## config.mk

```make
export PLATFORM = sky130hd
export DESIGN_NAME = seq_bin_to_bcd
export DESIGN_NICKNAME = d
export VERILOG_FILES = /design/src/rtl/seq_bin_to_bcd_pkg.sv /design/src/rtl/bcd_add3_digit.sv /design/src/rtl/seq_bin_to_bcd.sv
export SDC_FILE = /design/constraint.sdc
export NUM_CORES = 1
export LEC_CHECK = 0
export ABC_AREA = 1
export BUFFER_PORTS_ARGS = -buffer_cell sky130_fd_sc_hd__buf_4
export CORE_ASPECT_RATIO = 0.6
export CORE_MARGIN = 3
export CORE_UTILIZATION = 50
export DETAILED_ROUTE_END_ITERATION = 8
export HOLD_SLACK_MARGIN = 0.02
export PLACE_DENSITY_LB_ADDON = 0.3
export SYNTH_ARGS = -nofsm -noshare
export SYNTH_HDL_FRONTEND = slang
export SYNTH_SLANG_ARGS = --single-unit
```

## constraint.sdc

```tcl
create_clock -name clk -period 1.3 [get_ports clk]
set_input_delay 0.13 -clock clk [delete_from_list [all_inputs] [get_ports clk]]
set_output_delay 0.13 -clock clk [all_outputs]
set_load 0.02 [all_outputs]
```

## src/rtl/seq_bin_to_bcd_pkg.sv

```systemverilog
// rtl/seq_bin_to_bcd_pkg.sv - shared types and sizing helpers for the binary-to-BCD converter
package seq_bin_to_bcd_pkg;

    typedef enum logic [1:0] {
        IDLE  = 2'd0,
        SHIFT = 2'd1,
        DONE  = 2'd2
    } state_t;

    // Digits needed to hold any bin_w-bit value: ceil(bin_w * log10(2)).
    // bin_w * log10(2) is never an integer for bin_w > 0, so the rounding
    // constant cannot push an exact result up by one.
    function automatic int min_digits(input int bin_w);
        return (bin_w * 30103 + 99999) / 100000;
    endfunction

    // Iteration counter width: clog2(bin_w), never less than one bit.
    function automatic int cnt_width(input int bin_w);
        return (bin_w <= 2) ? 1 : $clog2(bin_w);
    endfunction

endpackage

```

## src/rtl/bcd_add3_digit.sv

```systemverilog
// rtl/bcd_add3_digit.sv - double-dabble add-3 correction for one BCD digit
//
// Ports:
//   digit     - working BCD digit before the shift
//   corrected - digit + 3 when digit >= 5, otherwise digit unchanged
module bcd_add3_digit (
    input  logic [3:0] digit,
    output logic [3:0] corrected
);

    // Results 8..12 are intentional: bit 3 becomes the carry into the next
    // digit (or the overflow flag for the top digit) once the register shifts.
    assign corrected = (digit >= 4'd5) ? digit + 4'd3 : digit;

endmodule

```

## src/rtl/seq_bin_to_bcd.sv

```systemverilog
// rtl/seq_bin_to_bcd.sv - iterative shift-and-add-3 binary-to-BCD converter with valid/ready
//
// Ports:
//   clk, rst_n          - rising-edge clock, asynchronous active-low reset
//   in_valid / in_ready - input handshake; in_ready is high only in IDLE
//   bin_in              - unsigned value captured on accept
//   out_valid/out_ready - result handshake; the result is held until accepted
//   bcd_out             - packed BCD, [3:0] ones, [7:4] tens, ...; value mod 10^DIGITS
//   overflow            - the value did not fit in DIGITS digits
//   busy                - a conversion is in progress or awaiting acceptance
module seq_bin_to_bcd
    import seq_bin_to_bcd_pkg::*;
#(
    parameter int BIN_W  = 6,
    parameter int DIGITS = 2
) (
    input  logic                  clk,
    input  logic                  rst_n,
    input  logic                  in_valid,
    output logic                  in_ready,
    input  logic [BIN_W-1:0]      bin_in,
    output logic                  out_valid,
    input  logic                  out_ready,
    output logic [4*DIGITS-1:0]   bcd_out,
    output logic                  overflow,
    output logic                  busy
);

    localparam int CNT_W = cnt_width(BIN_W);
    localparam int BCD_W = 4 * DIGITS;

    state_t             state;
    state_t             state_nxt;
    logic [BIN_W-1:0]   bin_sh;
    logic [BCD_W-1:0]   bcd_work;
    logic [BCD_W-1:0]   bcd_adj;
    logic               ovf_acc;
    logic [CNT_W-1:0]   cnt;

    // One iteration: corrected digits and the binary remainder shift left as
    // a single register; the bit leaving the top digit is lost from bcd_work
    // and remembered only as overflow.
    logic [BCD_W+BIN_W:0] shifted;
    logic [BCD_W-1:0]     work_nxt;
    logic [BIN_W-1:0]     bin_nxt;
    logic                 shift_out;
    logic                 last_iter;

    for (genvar i = 0; i < DIGITS; i++) begin : g_add3
        bcd_add3_digit u_add3 (
            .digit     (bcd_work[4*i +: 4]),
            .corrected (bcd_adj[4*i +: 4])
        );
    end

    assign shifted   = {bcd_adj, bin_sh, 1'b0};
    assign shift_out = shifted[BCD_W+BIN_W];
    assign work_nxt  = shifted[BCD_W+BIN_W-1:BIN_W];
    assign bin_nxt   = shifted[BIN_W-1:0];
    assign last_iter = (cnt == CNT_W'(BIN_W - 1));

    always_ff @(posedge clk or negedge rst_n) begin
        if (!rst_n) begin
            state <= IDLE;
        end else begin
            state <= state_nxt;
        end
    end

    always_comb begin
        state_nxt = state;
        in_ready  = 1'b0;
        out_valid = 1'b0;
        busy      = 1'b1;
        case (state)
            IDLE: begin
                in_ready = 1'b1;
                busy     = 1'b0;
                if (in_valid) begin
                    state_nxt = SHIFT;
                end
            end
            SHIFT: begin
                if (last_iter) begin
                    state_nxt = DONE;
                end
            end
            DONE: begin
                out_valid = 1'b1;
                if (out_ready) begin
                    state_nxt = IDLE;
                end
            end
            default: begin
                state_nxt = IDLE;
            end
        endcase
    end

    always_ff @(posedge clk or negedge rst_n) begin
        if (!rst_n) begin
            bin_sh   <= '0;
            bcd_work <= '0;
            ovf_acc  <= 1'b0;
            cnt      <= '0;
            bcd_out  <= '0;
            overflow <= 1'b0;
        end else begin
            case (state)
                IDLE: begin
                    if (in_valid) begin
                        bin_sh   <= bin_in;
                        bcd_work <= '0;
                        ovf_acc  <= 1'b0;
                        cnt      <= '0;
                    end
                end
                SHIFT: begin
                    bin_sh   <= bin_nxt;
                    bcd_work <= work_nxt;
                    ovf_acc  <= ovf_acc | shift_out;
                    cnt      <= cnt + 1'b1;
                    // Outputs update only here so the consumer never sees
                    // a partially converted value.
                    if (last_iter) begin
                        bcd_out  <= work_nxt;
                        overflow <= ovf_acc | shift_out;
                    end
                end
                default: begin
                end
            endcase
        end
    end

endmodule
```

==> results of run 1 <==
## where the power goes
part	switching (mW)	internal, mW
registers	0.262	1.29
logic	1.65	1.17
clock network	0.346	0.380
total	2.26	2.84
## state kept, by name (all words and copies together) (netlist names)
| register | cells |
|---|---|
| bin_sh | 6 |
| overflow | 1 |
| bcd_work | 8 |
| ovf_acc | 1 |
| state | 2 |
| bcd_out | 8 |
| cnt | 3 |
## repair_timing
action / in CTS / in global routing
endpoints found under the hold margin: 29 / 0
setup buffers: 6 / 4
gates cloned: 0 / 1
hold buffers: 1 / 0
gates resized for setup: 10 / 23
endpoints found under the setup margin: 9 / 23
pin swaps: 3 / 4
## final timing paths
| check | end | slack (ps) |
|---|---|---|
| worst max-delay path | bcd_out[5]$_DFFE_PN0P_ | 20 |
| worst min-delay path | state[1]$_DFFE_PN0P_ | 20 |
| worst max register to register | bcd_out[5]$_DFFE_PN0P_ | 20 |
| worst min register to register | bcd_out[1]$_DFFE_PN0P_ | 480 |
| max in group asynchronous | bin_sh[3]$_DFFE_PN0P_ | 700 |
| min in group asynchronous | bcd_work[1]$_DFFE_PN0P_ | 320 |
## final cells by class
| cell class | count | share of cell area |
|---|---|---|
| Inverter | 25 | 0.05249 |
| Tap cell | 32 | 0.02100 |
| Timing Repair Buffer | 39 | 0.1549 |
| Sequential cell | 29 | 0.3806 |
| Multi-Input combinational cell | 108 | 0.3465 |
| Timing Repair inverter | 1 | 0.002625 |
| Clock buffer | 8 | 0.04199 |
## logic make-up after synthesis
family,Yosys count
buffers and inverters,29
adder cells (fa/ha/maj),6
AO/OA/AOI/OAI,30
flip-flops,29
AND/OR/NAND/NOR,72
## worst max-delay path: stages, from the launching register on
cell	delay, ps
dfrtp_1	410
inv_2	100
ha_4	140
inv_2	30
nand2_2	60
nand2_2	60
inv_2	80
nand3_1	130
nand3_2	110
nand2_1	50
## placed cells by master, fill, tap and decap left out, drive strengths merged
master and instances:
ha 6, o31ai 1, o22ai 5, dlygate4sd3 1
o21ai 14, o221ai 3, nor3 2, o211ai 2
a21oi 5, clkbuf 8, inv 24, dfrtp 29
buf 38, nand3 14, or2 1, clkinvlp 2
nand2 49, nor2 6
## per-layer routing
metal  vias up  track usage  routed length [µm]
met5         -            0                   0
met4         0      0.08156                  48
met3         9      0.06624                 160
met2        28       0.3426                1672
met1       614       0.2743                1671
li1        628            -                   -
## stage by stage
stage	total power [mW]	TNS, ps	instance area [µm²]	util
3_3_place_gp	3.631	-63.66	1639	0.6280
5_1_grt	5.444	-345.8	1907	0.7306
3_5_place_dp	3.753	-417.2	1639	0.6280
4_1_cts	4.640	0	1790	0.6860
6_report	5.105	0	1907	0.7306
2_1_floorplan	3.024	0	1424	-
==> results by group, run 1 <==
Critical path
  – Worst EP arrival: roughly 1500 ps
  – Crit Reg-Reg Startpoint: bcd_work[4]$_DFFE_PN0P_
  – Critical path class: flop to flop
  – Startpoint Class: flop
  – Crit path from: bcd_work[4]$_DFFE_PN0P_
  – Crit-path max FO: 4
  – Critical Path RT: about 1500 ps
  – CP endpoint kind: flop
  – Reg2Reg Depth: 9

GRT
  – GRT overflow: 0
  – Initial antenna violation count: 0
  – First-pass GRT wire length: 5561 µm
  – Maximum number of pins on one net before global-route repair: 30
  – Global Route Usage Sum: 0.2132
  – Number of global-route vias before repair: around 1.2k

Synthesis
  – Xor/xnor share of the synthesized area: 0
  – YS warnings: 0
  – Post-synthesis async set-or-reset flop share: 1.000
  – Seq/Total Area, Yosys: 0.5106
  – Synth top cells by count: 47 x nand2_1, 29 x dfrtp_1, 23 x inv_1
  – Flops & latches, synth: 29
  – Cell with the most instances after synthesis: nand2_1
  – Simple-Gate Fraction of Synth Area: 0.2174
  – Ys flop type: dfrtp_1
  – Post-synthesis adder-cell area fraction: 0.05282
  – Area leader, netlist: dfrtp_1
  – Post-synth EDFFs: 0
  – Post-Synthesis Cells: between 150 and 200
  – Top cells by area, synth: dfrtp_1 51%, nand2_1 12%, inv_1 6.1%
  – Post-synthesis compound-gate area fraction: 0.1285
  – Distinct cell type count after synthesis: 22
  – Largest family of logic cells by synthesized area: simple AND/OR/NAND/NOR gates
  – Synthesized area per cell: 8.562 µm²
  – Post-Syn Nets: ~180
  – Area share of the largest cell type after synthesis: 0.5106
  – Post-synthesis mux area share: 0
  – Cell Area, Synth: about 0.0014 mm²

STA
  – Final setup fails: 0
  – Min Hold Slack: 19.86 ps
  – Max frequency: about 800 MHz
  – RSZ-0062 raised after global routing: true
  – Worst slew margin: 0.7463
  – Slew Limit Fails: 0
  – Hold Violations, Final: 0
  – Actual slew at the worst max-slew pin: between 300 and 400 ps
  – Final worst-path cycle share: 0.9838
  – Post-layout min period: ~1300 ps
  – Post-route worst setup slack: about 21 ps
  – Final Skew: 5.537 ps

Detailed routing
  – DRC viols: 0
  – Drt initial violations: between 80 and 90
  – Drt total wl: roughly 3600 µm
  – DR pass1 iterations: 4
  – Vias/cell: about 5.3
  – Antenna Violating Nets Remaining: 0
  – WL/cell: 14.68 µm
  – Via count: between 1k and 1.5k

Placement
  – Placer Congestion: 0.8510
  – Post-DP HPWL: 2337 µm
  – Cells after DPL: ~220
  – Number of port buffers: 21
  – Worst slack, placed: -104.0 ps

Final layout
  – Total area of sequential cells: 725.7 µm²
  – Multi-input logic area: roughly 660 µm²
  – Nets: between 200 and 250
  – Layout Area Growth over Synthesis: 34.16%
  – Cell Count, Final, Fillers Out: between 200 and 250
  – # diodes: 0
  – Filler Cell Count: 180
  – Share of layout cells above drive strength 1: 0.3810

Floorplan
  – Die Footprint: around 0.0035 mm²
  – Core area: 0.002610 mm²
  – FP Rows: 14
  – Chip width: ~75 µm
  – Initial Util: 0.5446
  – Ports: 22
  – Die H: between 40 and 50 µm

Clocking
  – Root Buffer: clkbuf_8
  – CTS tree: done
  – Reg clk slew, reported paths: about 60 ps
  – Num CTS Buffers: 5
  – CTS Buffer Depth: 2
  – Sink Count: 29
  – CTS H-tree depth: 2
  – Clk_lat worst skew: 290 ps

Min path
  – Worst hold path type: input port to flop
  – Hold_sp: out_ready
  – Hold Path Stages: 2

Power and ir drop
  – Pleak: between 0.9 and 1 nW
  – Pwr dens: between 2000 and 3000 mW/mm²
  – Maximum VDD drop: around 0.0012 V

Outcome
  – Outcome: completed

Flow run
  – Max-Cap Viols: 0
No activity file was read; power rests on OpenSTA's default activity.
==> run 2, diff against run 1 <==
Settings changed: BUFFER_PORTS_ARGS -buffer_cell sky130_fd_sc_hd__buf_4 to unset, CORE_MARGIN 3 to unset, CORE_UTILIZATION 50 to 55, DONT_BUFFER_PORTS set to 1.
==> run 2 against run 1 <==
Clock power decreased by 3%. Routed wire length increased by 21%. Sequential cell count unchanged. The flow now finishes with violations (negative setup slack). Critical path depth decreased by 1. Non-clock buffer count decreased by 14. Critical endpoint is now overflow$_DFFE_PN0P_.
==> results by group, run 2 (same netlist as run 1, synthesis figures left out) <==
GRT
  – Initial antenna violation count: 0
  – GRT overflow: 0
  – Maximum number of pins on one net before global-route repair: 30
  – Number of global-route vias before repair: between 1k and 1.5k
  – First-pass GRT wire length: 5623 µm
  – Global Route Usage Sum: 0.2938

Final layout
  – Commonest non-fill, non-tap cell in the layout: nand2_1
  – Final Core Density: 0.8303
  – Layout Area Growth over Synthesis: 33.98%
  – # diodes: 0
  – Multi-input logic area: between 700 and 800 µm²
  – Total area of sequential cells: 728.2 µm²
  – Nets: 210
  – Top flop regs: bcd_out: 8 flops, bcd_work: 8 flops, bin_sh: 6 flops
  – Filler Cell Count: approximately 120
  – Commonest cells after routing, fill and taps aside: 35 x nand2_1, 27 x dfrtp_1, 15 x inv_1, 15 x buf_4, 11 x nand2_2
  – Fin area: 0.001904 mm²
  – Share of layout cells above drive strength 1: 0.3538

Critical path
  – CP Buf/Inv Count: 3
  – Startpoint Class: flop
  – Cell family with most CP delay: flip-flops
  – Worst path max stage delay: 420 ps
  – Slowest stage cell, crit path: dfrtp_1
  – CP endpoint kind: flop
  – CP most frequent cell: nand2_1
  – CP Cell Sequence: buf_6 -> buf_4 -> o21ai_1 -> inv_1 -> nand3_1 -> nand2_1 -> nand2_1 -> nand2_1
  – WP depth: 8
  – Reg2Reg Depth: 8
  – Critical Path RT: 1460 ps
  – Crit-path max FO: 3
  – Critical path class: flop to flop
  – Worst EP arrival: approximately 1600 ps

STA
  – Final setup fails: 11
  – Hold Violations, Final: 0
  – Final Skew: 3.900 ps
  – Final worst-path cycle share: 1.106
  – Post-layout min period: about 1400 ps
  – Setup_tns: -434.9 ps
  – Max frequency: 695.3 MHz
  – Slew Limit Fails: 0
  – Post-route worst setup slack: -138.1 ps
  – Actual slew at the worst max-slew pin: 425.2 ps
  – Worst slew margin: 0.7155
  – RSZ-0062 raised after global routing: true

Outcome
  – Failing checks: negative setup slack
  – Outcome: complete, but fails checks

Power and ir drop
  – Pwr dens: ~2800 mW/mm²
  – Maximum VDD drop: around 0.0018 V
  – Pleak: approximately 0.93 nW

Detailed routing
  – DR pass1 iterations: 6
  – DRC viols: 0
  – Antenna Violating Nets Remaining: 0
  – Drt total wl: around 4300 µm
  – Vias/cell: around 6.1
  – Drt initial violations: 86
  – WL/cell: between 15 and 20 µm
  – Via count: around 1.4k

Clocking
  – CTS H-tree depth: 2
  – Clk_lat worst skew: 270 ps
  – Sink Count: 29
  – CTS tree: done
  – Reg clk slew, reported paths: 60 ps
  – Num CTS Buffers: 5
  – CTS Buffer Depth: 2
  – Root Buffer: clkbuf_8

Floorplan
  – Die H: around 41 µm
  – Chip width: between 60 and 70 µm
  – Initial Util: 0.6197
  – FP Rows: 13
  – Die Footprint: 0.002798 mm²
  – Core area: approximately 0.0023 mm²
  – Ports: 22

Placement
  – Number of port buffers: 0
  – Placer Congestion: 0.8821
  – Dpl cell area: ~0.0015 mm²
  – Post-DP HPWL: about 2300 µm

Min path
  – Worst hold path type: input port to flop
  – Hold Path Stages: 2

Flow run
  – Max-Cap Viols: 0
-- run 2: repair_timing --
item | CTS | global route
hold buffers | 6 | 0
endpoints found under the setup margin | 10 | 21
buffers inserted | 4 | 4
gates resized for setup | 19 | 34
pin swaps | 6 | 9
endpoints found under the hold margin | 33 | 0
cloned | 0 | 0
-- run 2: worst paths after layout --
kind / from / end / slack [ps]
max: bcd_work[4]$_DFFE_PN0P_ / overflow$_DFFE_PN0P_ / -140
min reg2reg: cnt[0]$_DFFE_PN0P_ / cnt[0]$_DFFE_PN0P_ / 510
max in group asynchronous: rst_n / bcd_work[0]$_DFFE_PN0P_ / 810
min: bin_in[1] / bin_sh[1]$_DFFE_PN0P_ / 20
min in group asynchronous: rst_n / bin_sh[1]$_DFFE_PN0P_ / 320
max reg2reg: bcd_work[4]$_DFFE_PN0P_ / overflow$_DFFE_PN0P_ / -140
-- run 2: metrics by stage --
| step | worst slack (ps) | hold WS [ps] | cells | power [mW] |
|---|---|---|---|---|
| after floorplan | 18.15 | -165.6 | 166 | 3.024 |
| final | -138.1 | 18.05 | 225 | 5.352 |
| after CTS | 3.437 | 34.23 | 221 | 4.602 |
| after global routing | -187.7 | 41.46 | 225 | 5.637 |
| after detailed placement | -138.7 | -165.1 | 203 | 3.637 |
| after global placement | 28.63 | -165.1 | 203 | 3.508 |
-- run 2: where the power goes --
part	switching [mW]	leakage (nW)	total [mW]	internal, mW
clock network	0.328	0.0395	0.707	0.380
logic	1.73	0.518	2.89	1.16
registers	0.457	0.369	1.75	1.30
-- run 2: per-layer routing --
metal	vias to the layer above	GRT usage	wire length, µm
li1	596	-	-
met1	662	0.3841	1640
met2	101	0.5000	2185
met3	12	0.08152	376
met4	0	0.06383	97
met5	-	0	0
-- run 2: cell type report --
cell class / count / area share
Multi-Input combinational cell: 108 / 0.3791
Tap cell: 30 / 0.01971
Sequential cell: 29 / 0.3824
Inverter: 25 / 0.05256
Timing Repair Buffer: 25 / 0.1242
Clock buffer: 8 / 0.04205
